$ cat config.mk
export PLATFORM = sky130hd
export DESIGN_NAME = uart_frame_parser
export DESIGN_NICKNAME = d
export VERILOG_FILES = /design/src/rtl/uart_pkg.sv /design/src/rtl/uart_frame_buf.sv /design/src/rtl/uart_frame_parser.sv
export SDC_FILE = /design/constraint.sdc
export NUM_CORES = 1
export LEC_CHECK = 0
export ABC_AREA = 1
export ABC_CLOCK_PERIOD_IN_PS = 2200
export CORE_UTILIZATION = 41
export CTS_CLUSTER_SIZE = 40
export DETAILED_ROUTE_END_ITERATION = 6
export GPL_TIMING_DRIVEN = 0
export PLACE_DENSITY = 0.63
export SYNTH_ARGS = -nofsm -noshare
export SYNTH_HDL_FRONTEND = slang
export SYNTH_SLANG_ARGS = --single-unit
$ cat constraint.sdc
create_clock -name clk -period 2.2 [get_ports clk]
set_clock_uncertainty 0.15 [all_clocks]
set_input_delay 0.22 -clock clk [delete_from_list [all_inputs] [get_ports clk]]
set_output_delay 0.22 -clock clk [all_outputs]
set_load 0.01 [all_outputs]
$ cat src/rtl/uart_pkg.sv
// Shared types and constants for the UART frame parser.
// The checksum fold helper is shared by the parser and its users.
package uart_pkg;

  typedef enum logic [2:0] {
    ST_IDLE    = 3'd0,
    ST_LEN     = 3'd1,
    ST_PAYLOAD = 3'd2,
    ST_CSUM    = 3'd3,
    ST_DRAIN   = 3'd4
  } state_t;

  typedef logic [1:0] err_code_t;

  localparam err_code_t ERR_NONE    = 2'd0;
  localparam err_code_t ERR_LEN     = 2'd1;
  localparam err_code_t ERR_CSUM    = 2'd2;
  localparam err_code_t ERR_TIMEOUT = 2'd3;

  function automatic logic [7:0] csum_fold(input logic [7:0] acc, input logic [7:0] b);
    return acc ^ b;
  endfunction

endpackage

$ cat src/rtl/uart_frame_buf.sv
// Payload buffer: DEPTH x 8 storage without reset, one synchronous write port
// and one read port whose output register holds until the next read.
module uart_frame_buf #(
  parameter int DEPTH = 16,
  parameter int AW    = 4
) (
  input  logic          clk,
  input  logic          rst,
  input  logic          wr_en,
  input  logic [AW-1:0] wr_addr,
  input  logic [7:0]    wr_data,
  input  logic          rd_en,
  input  logic [AW-1:0] rd_addr,
  output logic [7:0]    rd_data
);

  logic [7:0] r_mem [DEPTH];
  logic [7:0] r_rd_data;

  // Storage write port
  always_ff @(posedge clk) begin
    if (wr_en) begin
      r_mem[wr_addr] <= wr_data;
    end
  end

  // Read output register; holding it while rd_en is low keeps m_data stable
  always_ff @(posedge clk or posedge rst) begin
    if (rst) begin
      r_rd_data <= 8'h00;
    end else if (rd_en) begin
      r_rd_data <= r_mem[rd_addr];
    end else begin
      r_rd_data <= r_rd_data;
    end
  end

  assign rd_data = r_rd_data;

endmodule

$ cat src/rtl/uart_frame_parser.sv
// UART frame parser: SOF, LEN, payload, XOR checksum; verified payload is
// replayed on a valid/ready stream. Optional inter-byte timeout: UART_PARSER_TIMEOUT_EN.
module uart_frame_parser
  import uart_pkg::*;
#(
  parameter int         MAX_LEN        = 16,
  parameter logic [7:0] SOF_BYTE       = 8'hA5,
  parameter int         TIMEOUT_CYCLES = 4096
) (
  input  logic       clk,
  input  logic       rst,
  input  logic       s_valid,
  input  logic [7:0] s_data,
  output logic       m_valid,
  input  logic       m_ready,
  output logic [7:0] m_data,
  output logic       m_last,
  output logic       frame_ok,
  output logic       frame_err,
  output logic [1:0] err_code,
  output logic       overrun
);

  localparam int         CW        = $clog2(MAX_LEN + 1);
  localparam int         AW        = (MAX_LEN > 1) ? $clog2(MAX_LEN) : 1;
  localparam logic [7:0] MAX_LEN_B = 8'(MAX_LEN);
  localparam logic [CW-1:0] ONE    = CW'(1);

  state_t          r_state, w_state_nxt;
  logic [CW-1:0]   r_len, w_len_nxt;
  logic [CW-1:0]   r_wr_idx, w_wr_idx_nxt;
  logic [CW-1:0]   r_rd_idx, w_rd_idx_nxt;
  logic [7:0]      r_xor, w_xor_nxt;
  logic            r_m_valid, w_m_valid_nxt;
  logic            r_m_last, w_m_last_nxt;
  logic            r_frame_ok, w_frame_ok_nxt;
  logic            r_frame_err, w_frame_err_nxt;
  err_code_t       r_err_code, w_err_code_nxt;
  logic            r_overrun, w_overrun_nxt;
  logic            w_wr_en, w_rd_en, w_timeout;
  logic [7:0]      w_rd_data;

`ifdef UART_PARSER_TIMEOUT_EN
  localparam int TO_W = $clog2(TIMEOUT_CYCLES + 1);
  logic [TO_W-1:0] r_idle_cnt;
  logic            w_active;

  assign w_active  = (r_state == ST_LEN) || (r_state == ST_PAYLOAD) || (r_state == ST_CSUM);
  assign w_timeout = w_active && !s_valid && (r_idle_cnt == TO_W'(TIMEOUT_CYCLES - 1));

  // Inter-byte idle counter, only running while a frame is being received
  always_ff @(posedge clk or posedge rst) begin
    if (rst) begin
      r_idle_cnt <= '0;
    end else if (!w_active || s_valid || w_timeout) begin
      r_idle_cnt <= '0;
    end else begin
      r_idle_cnt <= r_idle_cnt + TO_W'(1);
    end
  end
`else
  logic w_unused_cfg;
  assign w_unused_cfg = (TIMEOUT_CYCLES != 0);
  assign w_timeout    = 1'b0;
`endif

  // State register
  always_ff @(posedge clk or posedge rst) begin
    if (rst) begin
      r_state <= ST_IDLE;
    end else begin
      r_state <= w_state_nxt;
    end
  end

  // Next-state, datapath and status decode
  always_comb begin
    w_state_nxt     = r_state;
    w_len_nxt       = r_len;
    w_wr_idx_nxt    = r_wr_idx;
    w_rd_idx_nxt    = r_rd_idx;
    w_xor_nxt       = r_xor;
    w_m_valid_nxt   = r_m_valid;
    w_m_last_nxt    = r_m_last;
    w_frame_ok_nxt  = 1'b0;
    w_frame_err_nxt = 1'b0;
    w_err_code_nxt  = ERR_NONE;
    w_overrun_nxt   = 1'b0;
    w_wr_en         = 1'b0;
    w_rd_en         = 1'b0;
    case (r_state)
      ST_IDLE: begin
        if (s_valid && (s_data == SOF_BYTE)) begin
          w_state_nxt = ST_LEN;
        end else begin
          w_state_nxt = ST_IDLE;
        end
      end
      ST_LEN: begin
        if (s_valid) begin
          if ((s_data == 8'd0) || (s_data > MAX_LEN_B)) begin
            w_frame_err_nxt = 1'b1;
            w_err_code_nxt  = ERR_LEN;
            w_state_nxt     = ST_IDLE;
          end else begin
            w_len_nxt    = s_data[CW-1:0];
            w_xor_nxt    = s_data;
            w_wr_idx_nxt = '0;
            w_state_nxt  = ST_PAYLOAD;
          end
        end else if (w_timeout) begin
          w_frame_err_nxt = 1'b1;
          w_err_code_nxt  = ERR_TIMEOUT;
          w_state_nxt     = ST_IDLE;
        end else begin
          w_state_nxt = ST_LEN;
        end
      end
      ST_PAYLOAD: begin
        if (s_valid) begin
          w_wr_en      = 1'b1;
          w_xor_nxt    = csum_fold(r_xor, s_data);
          w_wr_idx_nxt = r_wr_idx + ONE;
          if (r_wr_idx == (r_len - ONE)) begin
            w_state_nxt = ST_CSUM;
          end else begin
            w_state_nxt = ST_PAYLOAD;
          end
        end else if (w_timeout) begin
          w_frame_err_nxt = 1'b1;
          w_err_code_nxt  = ERR_TIMEOUT;
          w_state_nxt     = ST_IDLE;
        end else begin
          w_state_nxt = ST_PAYLOAD;
        end
      end
      ST_CSUM: begin
        if (s_valid) begin
          if (s_data == r_xor) begin
            // Prefetch index 0 so the first beat is presented one cycle later
            w_frame_ok_nxt = 1'b1;
            w_rd_en        = 1'b1;
            w_rd_idx_nxt   = '0;
            w_m_valid_nxt  = 1'b1;
            w_m_last_nxt   = (r_len == ONE);
            w_state_nxt    = ST_DRAIN;
          end else begin
            w_frame_err_nxt = 1'b1;
            w_err_code_nxt  = ERR_CSUM;
            w_state_nxt     = ST_IDLE;
          end
        end else if (w_timeout) begin
          w_frame_err_nxt = 1'b1;
          w_err_code_nxt  = ERR_TIMEOUT;
          w_state_nxt     = ST_IDLE;
        end else begin
          w_state_nxt = ST_CSUM;
        end
      end
      ST_DRAIN: begin
        w_overrun_nxt = s_valid;
        if (r_m_valid && m_ready) begin
          if (r_m_last) begin
            w_m_valid_nxt = 1'b0;
            w_m_last_nxt  = 1'b0;
            w_state_nxt   = ST_IDLE;
          end else begin
            w_rd_en       = 1'b1;
            w_rd_idx_nxt  = r_rd_idx + ONE;
            w_m_last_nxt  = ((r_rd_idx + ONE) == (r_len - ONE));
            w_state_nxt   = ST_DRAIN;
          end
        end else begin
          w_state_nxt = ST_DRAIN;
        end
      end
      default: begin
        w_state_nxt   = ST_IDLE;
        w_m_valid_nxt = 1'b0;
        w_m_last_nxt  = 1'b0;
      end
    endcase
  end

  // Datapath and registered status outputs
  always_ff @(posedge clk or posedge rst) begin
    if (rst) begin
      r_len       <= '0;
      r_wr_idx    <= '0;
      r_rd_idx    <= '0;
      r_xor       <= 8'h00;
      r_m_valid   <= 1'b0;
      r_m_last    <= 1'b0;
      r_frame_ok  <= 1'b0;
      r_frame_err <= 1'b0;
      r_err_code  <= ERR_NONE;
      r_overrun   <= 1'b0;
    end else begin
      r_len       <= w_len_nxt;
      r_wr_idx    <= w_wr_idx_nxt;
      r_rd_idx    <= w_rd_idx_nxt;
      r_xor       <= w_xor_nxt;
      r_m_valid   <= w_m_valid_nxt;
      r_m_last    <= w_m_last_nxt;
      r_frame_ok  <= w_frame_ok_nxt;
      r_frame_err <= w_frame_err_nxt;
      r_err_code  <= w_err_code_nxt;
      r_overrun   <= w_overrun_nxt;
    end
  end

  uart_frame_buf #(
    .DEPTH (MAX_LEN),
    .AW    (AW)
  ) u_buf (
    .clk     (clk),
    .rst     (rst),
    .wr_en   (w_wr_en),
    .wr_addr (r_wr_idx[AW-1:0]),
    .wr_data (s_data),
    .rd_en   (w_rd_en),
    .rd_addr (w_rd_idx_nxt[AW-1:0]),
    .rd_data (w_rd_data)
  );

  assign m_valid   = r_m_valid;
  assign m_data    = w_rd_data;
  assign m_last    = r_m_last;
  assign frame_ok  = r_frame_ok;
  assign frame_err = r_frame_err;
  assign err_code  = r_err_code;
  assign overrun   = r_overrun;

endmodule

==> impl.org <==
** Status
- Outcome :: complete, but fails checks
- The checks that failed: setup timing.

** GRT
- Entering global routing, the biggest net connects 24 pins.
- For met2 alone, demand over resource in global routing was 0.373.
- For this run, global-route usage on met1 was measured as 0.305.
- The layer flagged by global routing as most heavily used is met2.
- Total congestion overflow :: 0
- Number of global-route vias before repair :: 5418
- The initial antenna violation count came to 0.
- For this run, global-route usage on met3 was measured as 0.0357.
- For this run, the total global-route usage over all layers was measured as 0.227.
- The first global-routing pass estimated 30700 um of wire.

** STA
- Peak clock frequency supported by timing :: 0.443 GHz
- The max-slew violation count was 0.
- The hold violation count in the final report was 0.
- In the final timing run, aggregate negative setup slack is -123 ps.
- Of the available clock period, the critical path in the final layout requires 1.03.
- RSZ-0062 raised after global routing :: true
- After layout, the worst setup slack is -56.4 ps.
- Relative slew slack :: 0.592
- Slew at the pin closest to its max-slew limit :: 613 ps
- Setup violations remaining at the end of the flow were counted as 4.
- Tmin final :: 2260 ps

** Clock tree
- Clock-pin slew was measured on the worst setup and hold paths at 70 ps.
- Clock tree from TritonCTS :: yes
- Count of clock tree sinks :: 169
- Max Buffers Root-to-Sink :: 2
- The H-tree was split into 4 levels.
- Clock tree synthesis inserted a total of 17 buffers.
- Skew-Pair Late Insertion Delay :: 430 ps
- Root buf cell :: sky130_fd_sc_hd__clkbuf_16

** Synthesis
- Most area-consuming cells after synthesis :: sky130_fd_sc_hd__edfxtp_1 (51%), sky130_fd_sc_hd__dfrtp_1 (14%), sky130_fd_sc_hd__nand3_1 (12%)
- Sequential-to-total area share from yosys stat :: 0.645
- When the netlist entered floorplanning its net count stood at 725.
- Unique cell type count in the Yosys netlist :: 36
- In this run the mean area of a mapped cell was 10.7 um^2.
- In this run the cell area of the synthesized design comes to 0.00755 mm^2.
- In this run, synthesis produced a sequential element count of 169.
- After technology mapping, the gate count stands at 706.
- The synthesized design spends more area on one cell type than any other, namely sky130_fd_sc_hd__edfxtp_1.
- For this run, the number of Yosys warnings is 0.
- Area fraction of the dominant cell type after synthesis :: 0.509

** Cells and area
- Relative to the synthesized area, the layout overhead comes to 29.2%.
- The repair_antennas step left the layout with diodes totalling 0.
- The final layout contains 791 nets.
- Leaving out filler cells and counting taps, the final layout contains 1014.
- In the final layout, the share of cells above drive strength 1 is 0.284.
- The layout has 1538 filler cells.

** Floorplan
- DIE HEIGHT :: 138 um
- The floorplan step defined a die boundary enclosing 0.0190 mm^2.
- After floorplanning, the core was divided into 49 placement rows.
- The region available for standard cell placement spans 0.0180 mm^2.
- Io pins :: 27
- Die width :: 138 um
- For this configuration, the core starts out at a cell density of 0.419.

** Worst setup path
- Data on the critical path is required at its endpoint by 2380 ps.
- Element type at the critical path end :: register
- The critical path is of the reg2reg type.
- STA puts the critical path data arrival time at 2430 ps.
- Along the worst path, the maximum fanout reaches 10.
- The worst setup path is launched from a register.

** Route
- For this block, the initial DRC count from the detailed router was 450.
- In the routed design, unresolved DRC markers number 0.
- After detailed routing, the number of vias per cell comes to 5.49.
- Summed over all layers, the routed wires come to 20400 um.
- The final route contains 5568 vias.
- Once detail routing completed, the nets flagged for antenna violations numbered 0.
- In the final routed layout, each cell accounts on average for 20.1 um.
- The first detailed-routing pass ran for 5 iterations.

** Place
- Post-Place Cells :: 962
- Summed over all nets, the half-perimeter wirelength after detailed placement is 12900 um.
- IO buf count :: 26
- At the end of routability-driven placement, the weighted congestion stood at 0.859.

** Min path
- In this run the worst hold path is classified as in2reg.

** Power and ir drop
- In this run the static leakage power is 3.70 nW.
- For this design the ratio of total power to cell area is 715 mW/mm^2.
- Sum of internal, switching and leakage power :: 6.98 mW
- Worst IR Drop VDD :: 0.578 mV

** Flow run
- Across the run, the number of max-cap violations was 0.
## metrics by stage
stage	hold slack (ps)	utilization	setup slack (ps)	cell area, um^2
after global routing	160	0.542	-155	9760
final	162	0.542	-56.4	9760
after floorplan	169	-	194	7550
after detailed placement	324	0.451	-1410	8120
after CTS	170	0.515	-44.5	9280
after global placement	319	0.449	-1380	8100
## final cells by class
cell class                      count  area, um^2  area share
Clock buffer                       17         425      0.0436
Tap cell                          229         287      0.0293
Timing Repair inverter              1        7.51    0.000769
Clock inverter                     15         158      0.0161
Inverter                           42         178      0.0182
Timing Repair Buffer               47         483      0.0495
Sequential cell                   169        4870       0.499
Buffer                             30         327      0.0334
Multi-Input combinational cell    464        3030       0.310
## where the power goes
group / switching, mW / internal, mW / total, mW / leakage, nW
Combinational: 0.242 / 0.184 / 0.425 / 1.75
Sequential: 0.0526 / 3.51 / 3.56 / 1.68
Clock: 1.24 / 1.76 / 3.00 / 0.277
## cells in the mapped netlist (all sizes together)
master  number
a21o         1
a21oi        7
a221oi       1
buf         29
clkbuf       2
dfrtp       41
edfxtp     128
ha           7
inv         42
nand2      169
nand3      186
nand3b       1
nand4        4
nor2        34
nor3         7
nor4         3
o21ai       15
o311ai       1
o32ai        1
or2          2
xnor2        6
xor2        19
## cell families (layout without fill, tap and decap cells)
group	after synthesis	count (layout)	share of synthesized area
simple gates	406	406	0.242
fa+ha+maj	7	7	0.0116
compound gates	26	26	0.0225
xor+xnor	25	25	0.0290
buf+inv	73	152	0.0502
flops	169	169	0.645
## sequential cells by signal (all words and copies together), names as in the netlist
| signal | count |
|---|---|
| m_valid | 1 |
| err_code | 2 |
| m_last | 1 |
| u_buf.r_mem | 128 |
| r_rd_idx | 5 |
| frame_ok | 1 |
| u_buf.rd_data | 8 |
| frame_err | 1 |
| r_state | 3 |
| overrun | 1 |
| r_xor | 8 |
| r_len | 5 |
| r_wr_idx | 5 |
## routing by layer
metal,vias to the layer above,share of wire
li1,2589,-
met1,2800,0.44
met2,151,0.50
met3,28,0.039
met4,0,0.017
met5,-,0
## critical path: stages (launching register included)
cell,delay [ps]
sky130_fd_sc_hd__dfrtp_1,400
sky130_fd_sc_hd__xnor2_1,170
sky130_fd_sc_hd__nand2_1,70
sky130_fd_sc_hd__nor2_1,120
sky130_fd_sc_hd__nand2_2,110
sky130_fd_sc_hd__nand2_4,130
sky130_fd_sc_hd__nand2_4,80
sky130_fd_sc_hd__buf_8,150
sky130_fd_sc_hd__buf_4,170
sky130_fd_sc_hd__nand3_1,80
sky130_fd_sc_hd__nand3_1,140
sky130_fd_sc_hd__nand3_2,130
sky130_fd_sc_hd__nand3_2,110
sky130_fd_sc_hd__nand3_2,80
sky130_fd_sc_hd__nand2_1,50
## placed cells by master, fill, tap and decap left out, types with 4 or more instances in the layout
| cell | count |
|---|---|
| sky130_fd_sc_hd__a21oi_1 | 4 |
| sky130_fd_sc_hd__nand4_1 | 4 |
| sky130_fd_sc_hd__xor2_1 | 18 |
| sky130_fd_sc_hd__nor2_1 | 14 |
| sky130_fd_sc_hd__nor3_1 | 5 |
| sky130_fd_sc_hd__nand2_2 | 10 |
| sky130_fd_sc_hd__dfrtp_1 | 38 |
| sky130_fd_sc_hd__inv_2 | 7 |
| sky130_fd_sc_hd__buf_6 | 13 |
| sky130_fd_sc_hd__buf_12 | 5 |
| sky130_fd_sc_hd__clkinvlp_4 | 4 |
| sky130_fd_sc_hd__inv_1 | 31 |
| sky130_fd_sc_hd__o21ai_0 | 12 |
| sky130_fd_sc_hd__clkbuf_16 | 18 |
| sky130_fd_sc_hd__clkdlybuf4s50_1 | 18 |
| sky130_fd_sc_hd__buf_4 | 17 |
| sky130_fd_sc_hd__nor2_4 | 19 |
| sky130_fd_sc_hd__nand2_4 | 7 |
| sky130_fd_sc_hd__nand2_1 | 151 |
| sky130_fd_sc_hd__nand3_1 | 111 |
| sky130_fd_sc_hd__nand3_4 | 13 |
| sky130_fd_sc_hd__ha_1 | 7 |
| sky130_fd_sc_hd__nand3_2 | 62 |
| sky130_fd_sc_hd__buf_2 | 8 |
| sky130_fd_sc_hd__buf_8 | 7 |
| sky130_fd_sc_hd__clkinv_2 | 4 |
| sky130_fd_sc_hd__xnor2_1 | 5 |
| sky130_fd_sc_hd__edfxtp_1 | 128 |
## worst paths after layout
check                           slack [ps]                end  cells after the start        startpoint
max in group asynchronous              880           r_len[0]                      4               rst
worst min register to register         330   u_buf.rd_data[1]                      2  u_buf.rd_data[1]
min in group asynchronous              510            m_valid                      3               rst
worst max-delay path                   -60   u_buf.rd_data[3]                     14          r_xor[1]
worst max register to register         -60   u_buf.rd_data[3]                     14          r_xor[1]
worst min-delay path                   160  u_buf.r_mem[8][7]                      1         s_data[7]
## what timing repair did
action,CTS,global route
cloned,3,1
endpoints found under the setup margin,163,147
pin swaps,17,24
hold endpoints to repair,18,0
gates resized for setup,140,103
setup buffers,14,2
hold buffers,1,0
No activity file was read; power rests on OpenSTA's default activity.
